$ cat src/rtl/ula_despacho_if.sv
// ula_despacho_if: request/response handshakes, ALU drive/return and
// status bundle shared between the dispatcher and its neighbours.
interface ula_despacho_if #(
  parameter int IMM_W = 16,
  parameter int CNT_W = 16
);
  logic             req_valid;
  logic             req_ready;
  logic [3:0]       req_op;
  logic [31:0]      req_a;
  logic [31:0]      req_b;
  logic [IMM_W-1:0] req_imm;
  logic             req_use_imm;

  logic [3:0]       controle;
  logic [31:0]      DA;
  logic [31:0]      DB;
  logic [31:0]      ULAresult;
  logic             zero;
  logic             negativo;
  logic             overflow;

  logic             resp_valid;
  logic             resp_ready;
  logic [31:0]      resp_result;
  logic             resp_zero;
  logic             resp_neg;
  logic             resp_ovf;
  logic             resp_taken;
  logic             resp_illegal;

  logic [CNT_W-1:0] op_count;
  logic             ovf_sticky;
  logic             ovf_clr;

  modport slave (
    input  req_valid, req_op, req_a, req_b,
    input  req_imm, req_use_imm,
    input  ULAresult, zero, negativo, overflow,
    input  resp_ready, ovf_clr,
    output req_ready, controle, DA, DB,
    output resp_valid, resp_result, resp_zero,
    output resp_neg, resp_ovf, resp_taken,
    output resp_illegal, op_count, ovf_sticky
  );

  modport master (
    output req_valid, req_op, req_a, req_b,
    output req_imm, req_use_imm,
    output ULAresult, zero, negativo, overflow,
    output resp_ready, ovf_clr,
    input  req_ready, controle, DA, DB,
    input  resp_valid, resp_result, resp_zero,
    input  resp_neg, resp_ovf, resp_taken,
    input  resp_illegal, op_count, ovf_sticky
  );
endinterface

$ cat src/rtl/ula_despacho.sv
// ula_despacho: one-at-a-time ALU dispatcher (IDLE -> EXEC -> RESP).
// Define ULA_DESPACHO_OVF_TRAP_EN to enable the sticky overflow trap.
module ula_despacho #(
  parameter int CNT_W = 16,
  parameter int IMM_W = 16
) (
  input logic            clock,
  input logic            reset,
  ula_despacho_if.slave  bus
);
  typedef enum logic [1:0] {
    IDLE,
    EXEC,
    RESP
  } state_t;

  state_t           r_state;
  logic [3:0]       r_ctrl;
  logic [31:0]      r_da;
  logic [31:0]      r_db;
  logic [31:0]      r_res;
  logic             r_zero;
  logic             r_neg;
  logic             r_ovf;
  logic             r_taken;
  logic             r_illegal;
  logic             r_valid;
  logic             r_sticky;
  logic [CNT_W-1:0] r_cnt;

  logic signed [IMM_W-1:0] w_imm;
  logic [31:0]      w_b;
  logic             w_ready;
  logic             w_acc;
  logic             w_hs;
  logic             w_illegal;
  logic             w_taken;
  logic             w_set;
  logic             w_clr;

  assign w_imm     = bus.req_imm;
  assign w_b       = bus.req_use_imm ? 32'(w_imm)
                                     : bus.req_b;
  assign w_illegal = &bus.req_op[3:1];
  assign w_ready   = (r_state == IDLE) & ~r_sticky
                   & ~reset;
  assign w_acc     = bus.req_valid & w_ready;
  assign w_hs      = r_valid & bus.resp_ready;
  assign w_clr     = bus.ovf_clr;

`ifdef ULA_DESPACHO_OVF_TRAP_EN
  assign w_set = (r_state == EXEC) & bus.overflow;
`else
  // Without the trap nothing ever sets the flag, so it stays 0.
  assign w_set = 1'b0;
`endif

  always_comb begin
    w_taken = 1'b0;
    unique case (1'b1)
      r_ctrl == 4'd7: w_taken = bus.zero;
      r_ctrl == 4'd8: w_taken = ~bus.zero;
      r_ctrl == 4'd9: w_taken = bus.negativo;
      default:        w_taken = 1'b0;
    endcase
  end

  always_ff @(posedge clock) begin
    if (reset) begin
      r_state   <= IDLE;
      r_ctrl    <= '0;
      r_da      <= '0;
      r_db      <= '0;
      r_res     <= '0;
      r_zero    <= 1'b0;
      r_neg     <= 1'b0;
      r_ovf     <= 1'b0;
      r_taken   <= 1'b0;
      r_illegal <= 1'b0;
      r_valid   <= 1'b0;
      r_sticky  <= 1'b0;
      r_cnt     <= '0;
    end else begin
      r_sticky <= (r_sticky & ~w_clr) | w_set;
      unique case (r_state)
        IDLE: begin
          if (w_acc && w_illegal) begin
            r_res     <= '0;
            r_zero    <= 1'b0;
            r_neg     <= 1'b0;
            r_ovf     <= 1'b0;
            r_taken   <= 1'b0;
            r_illegal <= 1'b1;
            r_valid   <= 1'b1;
            r_state   <= RESP;
          end else if (w_acc) begin
            r_ctrl  <= bus.req_op;
            r_da    <= bus.req_a;
            r_db    <= w_b;
            r_state <= EXEC;
          end
        end
        EXEC: begin
          r_res     <= bus.ULAresult;
          r_zero    <= bus.zero;
          r_neg     <= bus.negativo;
          r_ovf     <= bus.overflow;
          r_taken   <= w_taken;
          r_illegal <= 1'b0;
          r_valid   <= 1'b1;
          r_state   <= RESP;
        end
        RESP: begin
          if (w_hs) begin
            r_valid <= 1'b0;
            r_cnt   <= r_cnt + CNT_W'(1);
            r_state <= IDLE;
          end
        end
        default: r_state <= IDLE;
      endcase
    end
  end

  assign bus.req_ready    = w_ready;
  assign bus.controle     = r_ctrl;
  assign bus.DA           = r_da;
  assign bus.DB           = r_db;
  assign bus.resp_valid   = r_valid;
  assign bus.resp_result  = r_res;
  assign bus.resp_zero    = r_zero;
  assign bus.resp_neg     = r_neg;
  assign bus.resp_ovf     = r_ovf;
  assign bus.resp_taken   = r_taken;
  assign bus.resp_illegal = r_illegal;
  assign bus.op_count     = r_cnt;
  assign bus.ovf_sticky   = r_sticky;
endmodule

$ cat src/flat_wrapper.sv
// flat-port wrapper written by rule: the top's interface ports become plain ports
module ula_despacho_flat 
#(
  parameter int CNT_W = 16,
  parameter int IMM_W = 16
)
  (clock, reset, bus_req_valid, bus_req_op, bus_req_a, bus_req_b, bus_req_imm, bus_req_use_imm, bus_ULAresult, bus_zero, bus_negativo, bus_overflow, bus_resp_ready, bus_ovf_clr, bus_req_ready, bus_controle, bus_DA, bus_DB, bus_resp_valid, bus_resp_result, bus_resp_zero, bus_resp_neg, bus_resp_ovf, bus_resp_taken, bus_resp_illegal, bus_op_count, bus_ovf_sticky);
  ula_despacho_if #(.IMM_W(IMM_W), .CNT_W(CNT_W)) bus_i ();
  input logic clock;
  input logic reset;
  input wire logic [$bits(bus_i.req_valid)-1:0] bus_req_valid;
  input wire logic [$bits(bus_i.req_op)-1:0] bus_req_op;
  input wire logic [$bits(bus_i.req_a)-1:0] bus_req_a;
  input wire logic [$bits(bus_i.req_b)-1:0] bus_req_b;
  input wire logic [$bits(bus_i.req_imm)-1:0] bus_req_imm;
  input wire logic [$bits(bus_i.req_use_imm)-1:0] bus_req_use_imm;
  input wire logic [$bits(bus_i.ULAresult)-1:0] bus_ULAresult;
  input wire logic [$bits(bus_i.zero)-1:0] bus_zero;
  input wire logic [$bits(bus_i.negativo)-1:0] bus_negativo;
  input wire logic [$bits(bus_i.overflow)-1:0] bus_overflow;
  input wire logic [$bits(bus_i.resp_ready)-1:0] bus_resp_ready;
  input wire logic [$bits(bus_i.ovf_clr)-1:0] bus_ovf_clr;
  output wire logic [$bits(bus_i.req_ready)-1:0] bus_req_ready;
  output wire logic [$bits(bus_i.controle)-1:0] bus_controle;
  output wire logic [$bits(bus_i.DA)-1:0] bus_DA;
  output wire logic [$bits(bus_i.DB)-1:0] bus_DB;
  output wire logic [$bits(bus_i.resp_valid)-1:0] bus_resp_valid;
  output wire logic [$bits(bus_i.resp_result)-1:0] bus_resp_result;
  output wire logic [$bits(bus_i.resp_zero)-1:0] bus_resp_zero;
  output wire logic [$bits(bus_i.resp_neg)-1:0] bus_resp_neg;
  output wire logic [$bits(bus_i.resp_ovf)-1:0] bus_resp_ovf;
  output wire logic [$bits(bus_i.resp_taken)-1:0] bus_resp_taken;
  output wire logic [$bits(bus_i.resp_illegal)-1:0] bus_resp_illegal;
  output wire logic [$bits(bus_i.op_count)-1:0] bus_op_count;
  output wire logic [$bits(bus_i.ovf_sticky)-1:0] bus_ovf_sticky;
  assign bus_i.req_valid = bus_req_valid;
  assign bus_i.req_op = bus_req_op;
  assign bus_i.req_a = bus_req_a;
  assign bus_i.req_b = bus_req_b;
  assign bus_i.req_imm = bus_req_imm;
  assign bus_i.req_use_imm = bus_req_use_imm;
  assign bus_i.ULAresult = bus_ULAresult;
  assign bus_i.zero = bus_zero;
  assign bus_i.negativo = bus_negativo;
  assign bus_i.overflow = bus_overflow;
  assign bus_i.resp_ready = bus_resp_ready;
  assign bus_i.ovf_clr = bus_ovf_clr;
  assign bus_req_ready = bus_i.req_ready;
  assign bus_controle = bus_i.controle;
  assign bus_DA = bus_i.DA;
  assign bus_DB = bus_i.DB;
  assign bus_resp_valid = bus_i.resp_valid;
  assign bus_resp_result = bus_i.resp_result;
  assign bus_resp_zero = bus_i.resp_zero;
  assign bus_resp_neg = bus_i.resp_neg;
  assign bus_resp_ovf = bus_i.resp_ovf;
  assign bus_resp_taken = bus_i.resp_taken;
  assign bus_resp_illegal = bus_i.resp_illegal;
  assign bus_op_count = bus_i.op_count;
  assign bus_ovf_sticky = bus_i.ovf_sticky;
  ula_despacho #(.CNT_W(CNT_W), .IMM_W(IMM_W)) u_core (.clock(clock), .reset(reset), .bus(bus_i));
endmodule
$ cat config.mk
export PLATFORM = sky130hd
export DESIGN_NAME = ula_despacho_flat
export DESIGN_NICKNAME = d
export VERILOG_FILES = /design/src/rtl/ula_despacho_if.sv /design/src/rtl/ula_despacho.sv /design/src/flat_wrapper.sv
export SDC_FILE = /design/constraint.sdc
export NUM_CORES = 1
export LEC_CHECK = 0
export CORE_ASPECT_RATIO = 0.75
export CORE_MARGIN = 3
export CORE_UTILIZATION = 35
export CTS_CLUSTER_SIZE = 25
export DETAILED_ROUTE_END_ITERATION = 7
export PLACE_DENSITY = 0.82
export SYNTH_ARGS = -nofsm -noshare
export SYNTH_HDL_FRONTEND = slang
export SYNTH_SLANG_ARGS = --single-unit
$ cat constraint.sdc
create_clock -name clock -period 1.52 [get_ports clock]
set_input_delay 0.152 -clock clock [delete_from_list [all_inputs] [get_ports clock]]
set_output_delay 0.152 -clock clock [all_outputs]
set_load 0.02 [all_outputs]
# == Word-level counts from Yosys, hierarchy flattened ==
# Index checks and enable logic that the tools add are counted.
# classes
addsub,1
eq_ne,8
mux,17
bitwise,10
n_reduce_logical,10
# ops
cell,n
$mux 32,2
$pmux 32 s2,1
$add 16x1->16 const B,1
$pmux 1 s2,5
$reduce_and 3->1,3
$eq 4x4->1 const B,2
$mux 2,3
$pmux 1 s3,2
$pmux 2 s3,1
$reduce_and 2->1,3
$and 1x1->1,5
$not 1->1,5
$eq 4x3->1 const B,1
$mux 1,3
$ne 3x2->1 const B,1
$reduce_bool 3->1,1
$eq 2x1->1 const B,1
$eq 2x2->1 const B,1
$logic_not 2->1,1
$ne 2x1->1 const B,1
$ne 2x2->1 const B,1
$reduce_bool 2->1,1
$logic_and 1x1->1,1
# totals
ff_bits,125
inputBits,125
output_inout_bits,124
wordCells,59

# == Logic depth before layout (Yosys ltp) ==
# depth
depth_word,7
ltp_mapped,6
depth_no_buf,5

# == Worst setup path after synthesis ==
# OpenSTA, ideal clock, no wires.
# synth_timing
kind,register -> register
startpoint,register u_core.r_state[1]
endpoint,"register u_core.r_res[10], in the netlist u_core.bus.resp_result[10]"
arrival_ns,1.725
required_time_ns,1.403
path_slack_ns,-0.322
stages_incl_launch_ff,7
path_buffers,2
period_less_slack_ns,1.842
cell_sequence,dfxtp_1 nor4_4 a31oi_1 nor2b_1 buf_2 buf_6 a22o_1
# synth_via
elab_chain_len,7
word_cells_on_any_way,10
cone_classes,2 x eq/ne; 1 x mux; 3 x bitwise; 4 x reduce/logical
# synth_rtl
item,line,text
start: declaration,ula_despacho.sv:17,state_t r_state;
start signal: assignment,ula_despacho.sv:70,r_state <= IDLE;
start signal: assignment,ula_despacho.sv:95,r_state <= RESP;
start signal: assignment,ula_despacho.sv:100,r_state <= EXEC;
$logic_not 2->1,ula_despacho.sv:45,assign w_ready = (r_state == IDLE) & ~r_sticky
$and 1x1->1,ula_despacho.sv:45,
$and 1x1->1,ula_despacho.sv:46,& ~reset;
net bus_req_ready,flat_wrapper.sv:23,output wire logic [$bits(bus_i.req_ready)-1:0] bus_req_ready;
$and 1x1->1,ula_despacho.sv:47,assign w_acc = bus.req_valid & w_ready;
$logic_and 1x1->1,ula_despacho.sv:87,if (w_acc && w_illegal) begin
$ne 2x2->1 (no line),--,
$reduce_and 2->1 (no line),--,
end signal: assignment,ula_despacho.sv:104,r_res <= bus.ULAresult;
end: declaration,ula_despacho.sv:21,logic [31:0] r_res;
# The timed path passes the listed nets, and every way through them passes these cells.
# A chain may end at the register's enable or synchronous reset.

# == Worst setup path in the final report ==
# layout_timing
startpoint,register u_core.r_state[0]
endpoint,"register u_core.r_res[29], in the netlist u_core.bus.resp_result[29]"
# layout_via
elab_chain_len,7
word_cells_on_any_way,10
cone_classes,2 x eq/ne; 1 x mux; 3 x bitwise; 4 x reduce/logical
# layout_rtl
item,line
$logic_not 2->1,"ula_despacho.sv:45, ula_despacho.sv:85"
$and 1x1->1,ula_despacho.sv:45
$and 1x1->1,ula_despacho.sv:46
$and 1x1->1,ula_despacho.sv:47
$logic_and 1x1->1,ula_despacho.sv:87
$ne 2x2->1 (no line),--
$reduce_and 2->1 (no line),--
# Several ways; a longest one is shown, not always the timed one.

==> reports/summary.md <==
The delay contributed by the slowest stage of the critical path was 0.36 ns. Latest clock arrival within the worst-skew pair: 0.40 ns. For the via count of the first global-routing pass, the log shows 4944. Number of different library cells in the post-synthesis netlist: 41. The root buffer cell is sky130_fd_sc_hd__clkbuf_16.

Register area share after synthesis: 54.1%. In this run the worst hold path is classified as primary input to register. The run gives 0 as the initial antenna violation count.

The maximum fanout along the worst path was 4. For this run, the number of Yosys warnings is 0. The final clock period utilization by the worst path is 111%, and the number of inserted diodes is 0.

The tools report the post-detailed-routing wire length as 16900 um. STA classifies the critical path startpoint as a register. The final reports fail on negative setup slack. In this run, synthesis inferred 0 flip-flops with an integrated enable. The register-to-register path setup slack was -0.17 ns. In this run, the number of DRC markers left after iteration 0 of detailed routing was 292. TritonCTS built the clock tree.

In the routed layout, each cell is associated on average with a via count of 5.05. The worst path arrival time was 1.98 ns; the width of the die was 139 um. Launching element of the worst setup path: u_core.r_state[0]$_SDFFE_PP0P_.

Together, buffers and inverters on the worst path number 2. From bottom edge to top edge, the die measures 106 um. Across the VDD grid, the largest voltage drop is 0.000763 V.

The run gives 63 as the largest net degree at the start of global routing. The startpoint identified for the worst register-to-register timing path is u_core.r_state[0]$_SDFFE_PP0P_. The tools report the sink count of the clock tree as 125. Count of final max-slew check failures: 0. The first detailed-routing pass ran for 4 iterations. The family with the most delay on the worst path was simple AND/OR/NAND/NOR gates. Port buffering added 248 buffers. Dividing the detail-routed wire length by the instance count gives 17.7 um. Across the run, the number of max-cap violations was 0. The run finished, with violations left. For this design the ratio of total power to cell area is 1070 nW/um^2. The HPWL reported at the end of detailed placement is 11000 um. The required time of the critical path is 1.81 ns. The tools report the total global routing overflow as 0.

The tools report the end point of the most critical hold path as u_core.bus.ovf_sticky$_SDFF_PP0_. The cell depth of the worst min-delay path was 2. The signal on the critical path passes through nor4_4, a31oi_2, nor2b_4, buf_4, buf_16, a22o_1.

Counting flops and latches in the post-synthesis netlist gives 125. The final number of setup-violating endpoints is 108, and the static power due to leakage is 4.70 nW. In this run the tightest slew margin relative to its limit is 54.3%. The detail route stage leaves a number of antenna-violating nets equal to 0. Clock-pin slew was measured on the worst setup and hold paths at 0.06 ns.

The post-synthesis average cell area came out at 9.38 um^2. The fraction of layout cells with a size suffix above 1 is 17.7%. In this run the critical register-to-register path is captured at u_core.bus.resp_result[29]$_SDFFE_PP0P_.

Setup repair after global routing could not meet its margin everywhere. 249 I/O pins were placed. The final weighted congestion of routability-driven global placement came out at 0.860.

Commonest register cell after synthesis: sky130_fd_sc_hd__dfxtp_1. For the maximum number of buffers from clock root to sink, the log shows 2. Synthesis handed over a netlist of 493 instances. The H-tree generated during clock tree synthesis spans 4 levels. Timing would allow up to 591 MHz. The type of the worst setup path is register to register. The setup slack of the critical path after layout was -0.172 ns; the net count after synthesis was 619. The slowest stage of the critical path is the sky130_fd_sc_hd__dfxtp_4 cell. After clock tree synthesis, the flow added hold-fix buffers numbering 0. The total routing resource utilization after global routing is 21.5%, and the worst hold-check slack is 0.290 ns.

STA classifies the critical path endpoint as a register. The number of placement rows is 35. The first global-routing pass estimated 25600 um of wire.

The number of cells on the worst reg-to-reg path is 6. The die covers 14600 um^2. The cell area after technology mapping was 4620 um^2; the layout-stage area growth over the synthesis result was 91.0%. Total number of vias: 4839. Between clock sinks in the finished design, the worst skew comes to 0.00816 ns. The number of clock buffers added by TritonCTS is 17.

Timing analysis after detailed placement gives a worst setup slack of -0.254 ns. The logs give 12600 um^2 for the core footprint and 0 for the number of endpoints with negative hold slack in the final report. In the routed design, unresolved DRC markers number 0. The worst path in the final design needs a cycle of 1.69 ns, including I/O delays and setup. For the pin with the worst max-slew slack, the measured transition is 0.685 ns. After synthesis, the share of flip-flops with an asynchronous set or reset is 0%. Start point of the worst hold path: bus_ovf_clr.

The final layout net count is 906. The initial utilization of the core area, before any placement, comes to 36.7%.
## area by class of cell
type / instances / area, um^2
timing repair buffer: 305 / 3350
sequential: 125 / 2510
fill: 921 / 3780
clock inverter: 14 / 190
clock buffer: 18 / 439
multi-input combinational: 328 / 2100
tap: 166 / 208
inverter: 3 / 23.8
## layout by cell type (no fill, tap or decap), types with 8 or more instances in the layout
master                            count
sky130_fd_sc_hd__mux2i_1             15
sky130_fd_sc_hd__a211oi_1            24
sky130_fd_sc_hd__dfxtp_1            117
sky130_fd_sc_hd__buf_12               9
sky130_fd_sc_hd__a22o_1              35
sky130_fd_sc_hd__nand3_1              8
sky130_fd_sc_hd__a21oi_1             49
sky130_fd_sc_hd__dlygate4sd2_1       47
sky130_fd_sc_hd__buf_4               33
sky130_fd_sc_hd__nor2_1              47
sky130_fd_sc_hd__nand2_1             69
sky130_fd_sc_hd__clkbuf_16           21
sky130_fd_sc_hd__a211oi_2             9
sky130_fd_sc_hd__dlymetal6s2s_1      67
sky130_fd_sc_hd__clkdlybuf4s50_1    132
## how the worst max path moves through the flow
stage / end / depth (start not counted) / slack [ns]
after floorplan: u_core.bus.resp_result[10]$_SDFFE_PP0P_ / 6 / -0.23
after global placement: u_core.bus.op_count[13]$_SDFFE_PP0P_ / 5 / -0.19
after detailed placement: u_core.bus.op_count[13]$_SDFFE_PP0P_ / 5 / -0.25
after CTS: u_core.bus.resp_valid$_SDFFE_PP0P_ / 8 / -0.1
after global routing: u_core.bus.resp_result[6]$_SDFFE_PP0P_ / 5 / -0.25
final: u_core.bus.resp_result[29]$_SDFFE_PP0P_ / 6 / -0.17
## power breakdown
| group | switching, mW | internal, mW |
|---|---|---|
| clock | 1.48 | 2.79 |
| sequential | 0.0979 | 3.45 |
| combinational | 0.755 | 0.894 |
## through the flow
| stage | util [%] | setup TNS [ns] | instances | power, mW | instance area, um^2 |
|---|---|---|---|---|---|
| finish | 70.0 | -12.82 | 959 | 9.47 | 8830 |
| global route | 70.0 | -22.17 | 959 | 9.82 | 8830 |
| CTS | 66.5 | -4.20 | 954 | 9.45 | 8390 |
| detailed placement | 59.4 | -10.61 | 903 | 5.04 | 7490 |
| global placement | 59.4 | -6.55 | 903 | 4.99 | 7490 |
| floorplan | - | -15.71 | 493 | 4.24 | 4720 |
## what timing repair did
action | in CTS | in global routing
cloned | 5 | 5
gates resized for setup | 64 | 112
pin swaps | 2 | 9
setup endpoints to repair | 153 | 180
buffers inserted | 15 | 4
## synthesized netlist by cell type, types with 2 or more instances
cell type / count / area, um^2
sky130_fd_sc_hd__nand4_1: 5 / 31.3
sky130_fd_sc_hd__xor2_1: 4 / 35.0
sky130_fd_sc_hd__xnor2_1: 4 / 35.0
sky130_fd_sc_hd__and2_1: 3 / 18.8
sky130_fd_sc_hd__a21oi_1: 56 / 280
sky130_fd_sc_hd__nand2_1: 74 / 278
sky130_fd_sc_hd__a22o_1: 35 / 307
sky130_fd_sc_hd__buf_6: 3 / 33.8
sky130_fd_sc_hd__nor3_1: 5 / 25.0
sky130_fd_sc_hd__o21ai_0: 2 / 10.0
sky130_fd_sc_hd__or3_1: 2 / 12.5
sky130_fd_sc_hd__buf_2: 12 / 60.1
sky130_fd_sc_hd__a211oi_1: 33 / 248
sky130_fd_sc_hd__mux2_2: 2 / 22.5
sky130_fd_sc_hd__mux2i_1: 15 / 150
sky130_fd_sc_hd__mux2_1: 2 / 22.5
sky130_fd_sc_hd__dfxtp_1: 125 / 2500
sky130_fd_sc_hd__buf_1: 2 / 7.51
sky130_fd_sc_hd__nor2_1: 50 / 188
sky130_fd_sc_hd__and3_1: 3 / 18.8
sky130_fd_sc_hd__nor2b_1: 8 / 50.1
sky130_fd_sc_hd__clkbuf_1: 20 / 75.1
sky130_fd_sc_hd__nand3_1: 9 / 45.0
sky130_fd_sc_hd__a31oi_1: 2 / 12.5
## kinds of logic (layout without fill, tap and decap cells)
group / count (synthesis) / count (layout) / share of synthesized area (%)
and+or+nand+nor: 169 / 169 / 16.7
AOI/OAI and AO/OA: 131 / 131 / 19.1
DFF: 125 / 125 / 54.1
buffers and inverters: 40 / 340 / 4.06
muxes: 19 / 19 / 4.22
xor gates and xnor gates: 8 / 8 / 1.51
adders and majority gates: 1 / 1 / 0.271
## routing by layer
metal	share of wire (%)	track usage [%]	wire, um
met4	1.7	6.63	289
met2	50	36.6	8470
met1	42	25.8	7070
met5	0	0	0
met3	6.5	7.12	1090
## flip-flops by register name (all words and copies together), names as in the netlist
name                     count
u_core.bus.resp_zero         1
u_core.bus.DA               32
u_core.bus.DB               32
u_core.bus.resp_ovf          1
u_core.bus.controle          4
u_core.bus.resp_taken        1
u_core.bus.ovf_sticky        1
u_core.bus.op_count         16
u_core.bus.resp_illegal      1
u_core.bus.resp_neg          1
u_core.r_state               2
u_core.bus.resp_result      32
u_core.bus.resp_valid        1
## worst register-to-register path: cells and delay by family (launching register included)
kind            cells  cell delay, ns
buf+inv             2            0.31
flops               1            0.36
compound gates      2            0.37
simple gates        2            0.53
Power figures use the tool's default switching activity.
